`config.mk`:
```
export PLATFORM = sky130hd
export DESIGN_NAME = arb_gray_slot7
export DESIGN_NICKNAME = d
export VERILOG_FILES = /design/src/rtl/arb_gray_slot7.sv
export SDC_FILE = /design/constraint.sdc
export NUM_CORES = 1
export LEC_CHECK = 0
export ABC_CLOCK_PERIOD_IN_PS = 1700
export CAP_MARGIN = 30
export CORE_AREA = 2 2 59 61
export DETAILED_ROUTE_END_ITERATION = 6
export DIE_AREA = 0 0 61 63
export PLACE_DENSITY = 0.69
export SLEW_MARGIN = 15
export SYNTH_ARGS = -nofsm -noshare
export SYNTH_HDL_FRONTEND = slang
export SYNTH_SLANG_ARGS = --single-unit
```
`constraint.sdc`:
```
create_clock -name ck -period 1.7 [get_ports ck]
set_input_delay 0.34 -clock ck [delete_from_list [all_inputs] [get_ports ck]]
set_output_delay 0.34 -clock ck [all_outputs]
set_load 0.05 [all_outputs]
```
`src/rtl/arb_gray_slot7.sv`:
```
// ---------------------------------------------------------------------------
// arb_gray_slot7
//
// Round-robin time-slot arbiter sharing one datapath resource between seven
// requesters. The slot pointer walks a 3-bit mod-7 Gray sequence
// (000, 001, 011, 010, 110, 111, 101, then back to 000), the same sequence our
// JK-based Gray counters produce. One requester owns the resource at a time.
// It keeps it until it drops its request or until HOLD_MAX consecutive cycles
// have elapsed. The pointer then advances.
//
// Parameters
//   HOLD_MAX  maximum consecutive grant cycles per owner (1..255); 0 disables
//             the timeout.
//
// Ports
//   ck    in   1  clock, rising edge
//   clr   in   1  synchronous active-low reset, sampled on the rising edge of ck
//   req   in   7  request lines, req[i] belongs to slot i
//   gnt   out  7  one-hot grant, registered, all-zero when idle
//   slot  out  3  current Gray-coded slot pointer, registered
//   busy  out  1  high while any gnt bit is high, registered
//   tout  out  1  one-cycle pulse when a grant is revoked by timeout
//
// Build option
//   ARB_SKIP_EN  when defined, an idle arbiter searches all seven slots in
//                Gray order, starting at the current pointer. It grants the
//                first requester within one cycle. When undefined, the pointer
//                steps one slot per cycle while idle.
// ---------------------------------------------------------------------------
module arb_gray_slot7 #(
   parameter int HOLD_MAX = 15
) (
   input  logic       ck,
   input  logic       clr,
   input  logic [6:0] req,
   output logic [6:0] gnt,
   output logic [2:0] slot,
   output logic       busy,
   output logic       tout
);

   typedef enum logic [0:0] {
      ST_SCAN = 1'b0,
      ST_OWN  = 1'b1
   } state_t;

   localparam logic [7:0] HOLD_LIM = HOLD_MAX[7:0];
   localparam logic       HOLD_EN  = (HOLD_MAX != 32'sd0);

   // Successor of a Gray slot code; the unused code 100 recovers to 000.
   function automatic logic [2:0] f_gray_next(input logic [2:0] code);
      logic [2:0] v_nxt;
      case (code)
         3'b000:  v_nxt = 3'b001;
         3'b001:  v_nxt = 3'b011;
         3'b011:  v_nxt = 3'b010;
         3'b010:  v_nxt = 3'b110;
         3'b110:  v_nxt = 3'b111;
         3'b111:  v_nxt = 3'b101;
         3'b101:  v_nxt = 3'b000;
         default: v_nxt = 3'b000;
      endcase
      return v_nxt;
   endfunction

   // Requester index owning a Gray slot code; 7 marks the illegal code 100.
   function automatic logic [2:0] f_gray_idx(input logic [2:0] code);
      logic [2:0] v_idx;
      case (code)
         3'b000:  v_idx = 3'd0;
         3'b001:  v_idx = 3'd1;
         3'b011:  v_idx = 3'd2;
         3'b010:  v_idx = 3'd3;
         3'b110:  v_idx = 3'd4;
         3'b111:  v_idx = 3'd5;
         3'b101:  v_idx = 3'd6;
         default: v_idx = 3'd7;
      endcase
      return v_idx;
   endfunction

   // Gray slot code for a requester index (inverse of f_gray_idx).
   function automatic logic [2:0] f_idx_gray(input logic [2:0] idx);
      logic [2:0] v_code;
      case (idx)
         3'd0:    v_code = 3'b000;
         3'd1:    v_code = 3'b001;
         3'd2:    v_code = 3'b011;
         3'd3:    v_code = 3'b010;
         3'd4:    v_code = 3'b110;
         3'd5:    v_code = 3'b111;
         3'd6:    v_code = 3'b101;
         default: v_code = 3'b000;
      endcase
      return v_code;
   endfunction

   // One-hot select for a requester index; index 7 yields no select at all.
   function automatic logic [6:0] f_onehot(input logic [2:0] idx);
      logic [6:0] v_sel;
      case (idx)
         3'd0:    v_sel = 7'b000_0001;
         3'd1:    v_sel = 7'b000_0010;
         3'd2:    v_sel = 7'b000_0100;
         3'd3:    v_sel = 7'b000_1000;
         3'd4:    v_sel = 7'b001_0000;
         3'd5:    v_sel = 7'b010_0000;
         3'd6:    v_sel = 7'b100_0000;
         default: v_sel = 7'b000_0000;
      endcase
      return v_sel;
   endfunction

`ifdef ARB_SKIP_EN
   // First requester at or after index 'start' in round-robin order.
   // The result is {hit, index}. The loop runs backwards, so the nearest
   // match is the one written last.
   function automatic logic [3:0] f_search(input logic [6:0] rq, input logic [2:0] start);
      logic [3:0] v_res;
      logic [3:0] v_pos;
      v_res = 4'b0000;
      for (int k = 6; k >= 0; k--) begin
         v_pos = {1'b0, start} + 4'(k);
         if (v_pos >= 4'd7) begin
            v_pos = v_pos - 4'd7;
         end else begin
            v_pos = v_pos;
         end
         if (rq[v_pos[2:0]]) begin
            v_res = {1'b1, v_pos[2:0]};
         end else begin
            v_res = v_res;
         end
      end
      return v_res;
   endfunction
`endif

   state_t     r_state;
   logic [2:0] r_slot;
   logic [6:0] r_gnt;
   logic       r_busy;
   logic       r_tout;
   logic [7:0] r_cnt;

   state_t     w_state_nxt;
   logic [2:0] w_slot_nxt;
   logic [6:0] w_gnt_nxt;
   logic       w_busy_nxt;
   logic       w_tout_nxt;
   logic [7:0] w_cnt_nxt;

   logic [2:0] w_idx;
   logic       w_legal;
   logic [6:0] w_sel;
   logic       w_req_cur;
   logic       w_at_lim;

   assign w_idx     = f_gray_idx(r_slot);
   assign w_legal   = (w_idx != 3'd7);
   assign w_sel     = f_onehot(w_idx);
   assign w_req_cur = |(req & w_sel);
   // With HOLD_MAX = 0 this never fires, so an owner may hold indefinitely.
   assign w_at_lim  = HOLD_EN && (r_cnt == HOLD_LIM);

`ifdef ARB_SKIP_EN
   logic [3:0] w_search;
   logic       w_hit;
   logic [2:0] w_hit_idx;

   assign w_search  = f_search(req, w_idx);
   assign w_hit     = w_search[3];
   assign w_hit_idx = w_search[2:0];
`endif

   // Next-state and next-output decode for the SCAN/OWN arbiter.
   always_comb begin
      w_state_nxt = r_state;
      w_slot_nxt  = r_slot;
      w_gnt_nxt   = r_gnt;
      w_busy_nxt  = r_busy;
      w_tout_nxt  = 1'b0;
      w_cnt_nxt   = r_cnt;

      if (!w_legal) begin
         // Illegal pointer code: park on slot 0 with nothing granted.
         w_state_nxt = ST_SCAN;
         w_slot_nxt  = 3'b000;
         w_gnt_nxt   = 7'b000_0000;
         w_busy_nxt  = 1'b0;
         w_cnt_nxt   = 8'd0;
      end else begin
         case (r_state)
            ST_SCAN: begin
`ifdef ARB_SKIP_EN
               if (w_hit) begin
                  w_state_nxt = ST_OWN;
                  w_slot_nxt  = f_idx_gray(w_hit_idx);
                  w_gnt_nxt   = f_onehot(w_hit_idx);
                  w_busy_nxt  = 1'b1;
                  w_cnt_nxt   = 8'd1;
               end else begin
                  w_slot_nxt  = r_slot;
               end
`else
               if (w_req_cur) begin
                  w_state_nxt = ST_OWN;
                  w_gnt_nxt   = w_sel;
                  w_busy_nxt  = 1'b1;
                  w_cnt_nxt   = 8'd1;
               end else begin
                  w_slot_nxt  = f_gray_next(r_slot);
               end
`endif
            end
            ST_OWN: begin
               if (!w_req_cur) begin
                  // Release takes precedence over a coincident timeout.
                  w_state_nxt = ST_SCAN;
                  w_slot_nxt  = f_gray_next(r_slot);
                  w_gnt_nxt   = 7'b000_0000;
                  w_busy_nxt  = 1'b0;
               end else if (w_at_lim) begin
                  w_state_nxt = ST_SCAN;
                  w_slot_nxt  = f_gray_next(r_slot);
                  w_gnt_nxt   = 7'b000_0000;
                  w_busy_nxt  = 1'b0;
                  w_tout_nxt  = 1'b1;
               end else if (r_cnt != 8'hFF) begin
                  // Saturate so an unlimited hold never wraps the counter.
                  w_cnt_nxt   = r_cnt + 8'd1;
               end else begin
                  w_cnt_nxt   = r_cnt;
               end
            end
            default: begin
               w_state_nxt = ST_SCAN;
               w_slot_nxt  = 3'b000;
               w_gnt_nxt   = 7'b000_0000;
               w_busy_nxt  = 1'b0;
               w_cnt_nxt   = 8'd0;
            end
         endcase
      end
   end

   // State and output registers with synchronous active-low clear.
   always_ff @(posedge ck) begin
      if (!clr) begin
         r_state <= ST_SCAN;
         r_slot  <= 3'b000;
         r_gnt   <= 7'b000_0000;
         r_busy  <= 1'b0;
         r_tout  <= 1'b0;
         r_cnt   <= 8'd0;
      end else begin
         r_state <= w_state_nxt;
         r_slot  <= w_slot_nxt;
         r_gnt   <= w_gnt_nxt;
         r_busy  <= w_busy_nxt;
         r_tout  <= w_tout_nxt;
         r_cnt   <= w_cnt_nxt;
      end
   end

   assign gnt  = r_gnt;
   assign slot = r_slot;
   assign busy = r_busy;
   assign tout = r_tout;

endmodule

```
Word level (Yosys, flattened, before mapping)
Index checks and enable logic that the tools add are counted.
{ "classes": {"n_eq_ne": 21, "add_sub_neg": 1, "n_bitwise": 2, "n_mux": 25, "reduce_logical": 8} }
{ "ops": {"columns": ["op", "n"], "rows": [
  ["case mux 7 bit (7 select lines)", 1],
  ["two-way mux 8 bit", 4],
  ["two-way mux 7 bit", 3],
  ["case mux 3 bit (7 select lines)", 1],
  ["equality test 3 bit (second input constant)", 6],
  ["case mux 3 bit (6 select lines)", 1],
  ["case mux 8 bit (2 select lines)", 1],
  ["case mux 7 bit (2 select lines)", 1],
  ["equality test 3 x 2 -> 1 bit (second input constant)", 4],
  ["two-way mux 3 bit", 3],
  ["adder 8 x 1 -> 8 bit (second input constant)", 1],
  ["equality test 8 x 4 -> 1 bit (second input constant)", 1],
  ["inequality test 8 bit (second input constant)", 1],
  ["AND reduction 4 bit", 2],
  ["bitwise AND 7 bit", 1],
  ["two-way mux 1 bit", 7],
  ["OR reduction 7 bit", 1],
  ["equality test 3 x 1 -> 1 bit (second input constant)", 2],
  ["logical NOT 3 bit", 2],
  ["inequality test 2 bit (second input constant)", 3],
  ["case mux 3 bit (2 select lines)", 1],
  ["AND reduction 2 bit", 3],
  ["inequality test 2 x 1 -> 1 bit (second input constant)", 2],
  ["case mux 1 bit (2 select lines)", 2],
  ["3 further kinds", 3]
]} }
{ "word_totals": {"wordCells": 63, "regBits": 21, "inputBits": 9, "out_inout_bits": 12} }

Logic depth before layout (Yosys ltp)
{ "depth": {"depth_word": 8, "mapped_depth": 6, "mapped_depth_nobuf": 6} }

Worst setup path after synthesis
No wires, ideal clock.
{ "synth_timing": {"path_kind": "reg2reg", "start": "register r_slot[0], in the netlist slot[0]", "end": "register r_gnt[0], in the netlist gnt[0]", "synth_period_minus_slack_ns": 2.057, "required_time_ns": 1.584, "stages_incl_launch_ff": 7, "arrival_ns": 1.942, "setup_slack_ns": -0.357, "n_path_buf": 1, "setup_time_ns": 0.116, "path_cell_list": "dfxtp_1 > buf_2 > mux2i_1 > o22ai_4 > o21bai_1 > nor3_1 > a31o_1"} }
{ "synth_between": {"elab_chain_len": 8, "elab_cells_between_ends": 26, "cone_classes": "eq/ne: 15; mux: 5; bitwise: 1; reduce/logical: 5"} }
{ "synth_lines": {"columns": ["element", "line_no", "text"], "rows": [
  ["start: declaration", "140", "logic [2:0] r_slot;"],
  ["start signal: assignment", "258", "r_slot <= w_slot_nxt;"],
  ["equality test 3 bit (tied with other cells)", "69", "case (code)"],
  ["case mux 3 bit (7 select lines) (*)", "69", null],
  ["equality test 3 bit (tied with other cells)", "101", "case (idx)"],
  ["case mux 7 bit (7 select lines)", "101", null],
  ["bitwise AND 7 bit", "162", "assign w_req_cur = |(req & w_sel);"],
  ["OR reduction 7 bit", "162", null],
  ["two-way mux 7 bit (tied with other cells)", "217", "if (!w_req_cur) begin"],
  ["case mux 7 bit (2 select lines) / AND reduction 2 bit (equally long branches)", null, null],
  ["end signal: assignment", "259", "r_gnt <= w_gnt_nxt;"],
  ["end: declaration", "141", "logic [6:0] r_gnt;"]
]} }
Mark *: on every way between the ends. The rest lies on a longest branch, timed or not. The select of a mux whose other input is x is not followed.
A chain may end at the register's enable or synchronous reset.

Worst setup path in the final report
{ "layout_timing": {"start": "register r_cnt[6]", "end": "register r_cnt[0]"} }
{ "layout_between": {"elab_chain_len": 3, "elab_cells_between_ends": 5, "cone_classes": "eq/ne: 4; reduce/logical: 1"} }
{ "layout_lines": {"columns": ["element", "line_no", "text"], "rows": [
  ["start: declaration", "144", "logic [7:0] r_cnt;"],
  ["start signal: assignment", "262", "r_cnt <= w_cnt_nxt;"],
  ["inequality test 8 bit / equality test 8 x 4 -> 1 bit (equally long branches)", "229, 164", null],
  ["inequality test 2 x 1 -> 1 bit (no line) / inequality test 2 bit (equally long branches)", null, null],
  ["AND reduction 4 bit (no line) (*)", null, null]
]} }
Mark *: on every way between the ends. The rest lies on a longest branch, timed or not.

==> impl_summary.log <==
INFO  metric run_status = complete, no violations
INFO  metric max_freq = 593 MHz
INFO  metric groute.usage.overall = 14.8%
INFO  metric clock_path_buffers = 2
INFO  metric cp_slowest_cell = or4_4
INFO  metric regArea = 435 um^2
INFO  metric avg_wl_per_cell = 13.2 um
INFO  metric synthesis.nets = 135
INFO  metric max_cap_viols = 0
INFO  metric relSlewSlack = 81.3%
INFO  metric layout_min_cycle_time = 1.69 ns
INFO  metric setup_repair_after_global_routing_missed_its_margin = true
INFO  metric critPathMaxStageDelay = 0.56 ns
INFO  metric register_area_share_after_synthesis = 38.3%
INFO  metric wire_length_of_the_first_global_routing_pass = 4490 um
INFO  metric required = 1.92 ns
INFO  metric grt_start_max_net_pins = 13
INFO  metric detailed_place_hpwl = 2060 um
INFO  metric synthCells = 125
INFO  metric first_global_vias = 1078
INFO  metric clkSinkCount = 21
INFO  metric fill_cells = 300
INFO  metric drive_above_1_share = 37.9%
INFO  metric clk_pin_slew_worst_paths = 0.12 ns
INFO  metric hold_viol_final = 0
INFO  metric finalSetupViolCount = 0
INFO  metric clk_latency = 0.32 ns
INFO  metric cts_buffers = 3
INFO  metric num-nets-final = 172
INFO  metric final_area = 0.00157 mm^2
INFO  metric io_pins = 21
INFO  metric postCtsHoldBufs = 0
INFO  metric dieHeight = 63 um
INFO  metric synthFlopType = dfxtp_1
INFO  metric cts.htree.levels = 1
INFO  metric io_buffers = 20
INFO  metric synth_edf_count = 0
INFO  metric flow.area_growth_from_synthesis = 43.4%
INFO  metric final_cell_count_without_fillers = 207
INFO  metric initial_core_util = 34.0%
INFO  metric synth_async_sr_flop_share = 0%
INFO  metric fin_worst_skew = 0.00393 ns
INFO  metric crit_family = simple AND/OR/NAND/NOR gates
INFO  metric synth.lib_cells_used.distinct = 42
INFO  metric drt_drc_violations_left = 0
INFO  metric synthesis.area_per_instance = 8.78 um^2
INFO  metric power_density = 1480 mW/mm^2
INFO  metric grt_remaining_overflow = 0
INFO  metric finalCritPeriodShare = 99.2%
INFO  metric grt_antenna_before_repair = 0
INFO  metric first_pass_iters = 4
INFO  metric drt_iter0_markers = 61
INFO  metric clk_root_buffer_cell = clkbuf_4
INFO  metric holdWs = 0.470 ns
INFO  metric timing.critical_path.cells = or4_4 -> a21oi_4 -> o21bai_4 -> buf_6 -> mux2i_1 -> nor2_1
INFO  metric routed_wirelength = 2730 um
INFO  metric place_area = 0.00147 mm^2
INFO  metric rows = 21
INFO  metric timing_worst_setup_path_type = flop to flop
INFO  metric critPathBufInv = 1
INFO  metric vias_per_cell = 5.34
INFO  metric cts_tree = yes
INFO  metric numPlacedInstances = 200
INFO  metric die_area = 0.00384 mm^2
INFO  metric fin_max_slew_vios = 0
INFO  metric slew_of_the_pin_with_the_lowest_slew_margin = 0.276 ns
INFO  metric static_leakage_power = 0.000581 uW
INFO  metric critical_path.max_fanout = 5
INFO  metric synth_area = 0.00110 mm^2
INFO  metric worst_ir_drop_vdd = 0.465 mV
INFO  metric critPathArrivalTime = 1.91 ns
INFO  metric core-area = 0.00323 mm^2
INFO  metric antenna_cells_inserted = 0
INFO  metric die_w = 61 um
INFO  metric yosys_warnings = 0
INFO  metric number_of_synthesized_register_bits = 21
INFO  metric holdCritPathClass = flop to flop
INFO  metric setup.worst_path.start_class = flop
INFO  metric detail-route-antenna-nets = 0
INFO  metric multi_input_comb_area = 721 um^2
INFO  metric vias = 1106
INFO  metric worst_setup_path_end_kind = flop
INFO  metric routability_congestion_estimate_from_global_placement = 0.856
metrics by stage:
step | total power, uW | utilization, % | worst slack (ns) | setup TNS, ns
floorplan | 1640 | - | 0.00839 | 0
global placement | 1990 | 45.6 | -0.202 | -2.21
detailed placement | 2010 | 45.6 | -0.282 | -2.79
CTS | 2260 | 46.4 | 0.00984 | 0
global route | 2480 | 48.7 | -0.0398 | -0.167
finish | 2330 | 48.7 | 0.0142 | 0
cells in the final DEF (no fill, tap or decap), types with 2 or more instances in the layout:
cell	count
o22ai_1	4
a31o_1	4
nor3_1	4
nand4b_1	2
nand2b_1	2
o21ai_0	2
a211oi_1	2
mux2i_2	2
buf_4	29
a21oi_4	2
nand2_1	15
clkbuf_4	3
nand4_1	2
o21a_1	3
mux2i_4	2
dfxtp_4	3
nor2_1	10
dfxtp_1	15
o31ai_1	2
nand3_1	7
mux2i_1	3
a21oi_1	4
dfxtp_2	3
clkdlybuf4s50_1	8
routing by layer:
metal	up-vias	share of wire (%)	track usage, %
met2	27	51	26.7
met1	533	43	16.5
met3	8	4.4	3.31
met5	-	0	0
li1	538	-	-
met4	0	1.6	4.35
registers in the layout, indices dropped and copies added (netlist names), named ones only:
| name | count |
|---|---|
| slot | 2 |
| r_state | 1 |
| gnt | 7 |
| r_cnt | 8 |
| tout | 1 |
| busy | 1 |
power by group:
part           switching (uW)  internal, uW  total (uW)
logic                     747           619        1370
clock network             165          88.2         253
registers                 110           599         709
total                    1020          1310        2330
tightest hold or removal path: cells and delay by family (launching register included):
family | cells | cell delay, ns
flip-flops | 1 | 0.33
AND/OR/NAND/NOR | 1 | 0.05
AO/OA/AOI/OAI | 1 | 0.05
area by class of cell:
class,instances,share of cell area (%)
timing repair buffer,39,20.9
clock inverter,1,0.318
clock buffer,3,1.43
multi-input combinational,96,45.8
sequential,21,27.7
tap,46,3.66
inverter,1,0.238
what timing repair did:
item | in CTS | in global routing
gates resized for setup | 0 | 13
setup buffers | 0 | 3
setup endpoints to repair | 0 | 11
cells in the mapped netlist (all sizes together) (2+ instances only):
master	count	area, um^2
dfxtp	21	420
nand2	16	62.6
nor2	10	37.5
a21oi	7	38.8
mux2i	7	70.1
nand3	7	35.0
o21ai	5	25.0
o22ai	5	45.0
a31o	4	35.0
clkbuf	4	15.0
nor3	4	20.0
a211oi	3	27.5
buf	3	21.3
o21a	3	22.5
nand2b	2	12.5
nand4	2	12.5
nand4b	2	17.5
o21bai	2	18.8
o31ai	2	15.0
or4	2	18.8
path summary, 6_finish.rpt:
path / from / to / slack [ns] / cells past startpoint
worst max-delay path: r_cnt[6]$_SDFFE_PN0P_ / r_cnt[0]$_SDFFE_PN0P_ / 0.01 / 6
worst min-delay path: busy$_SDFFE_PN0P_ / busy$_SDFFE_PN0P_ / 0.47 / 2
worst max register to register: r_cnt[6]$_SDFFE_PN0P_ / r_cnt[0]$_SDFFE_PN0P_ / 0.01 / 6
worst min register to register: busy$_SDFFE_PN0P_ / busy$_SDFFE_PN0P_ / 0.47 / 2
logic make-up after synthesis:
family	share of synthesized area (%)
adder cells (fa/ha/maj)	1.14
AND/OR/NAND/NOR	23.6
AO/OA/AOI/OAI	24.7
buffers and inverters	3.65
flip-flops	38.3
multiplexers	7.75
XOR/XNOR	0.798
Power figures use the tool's default switching activity.
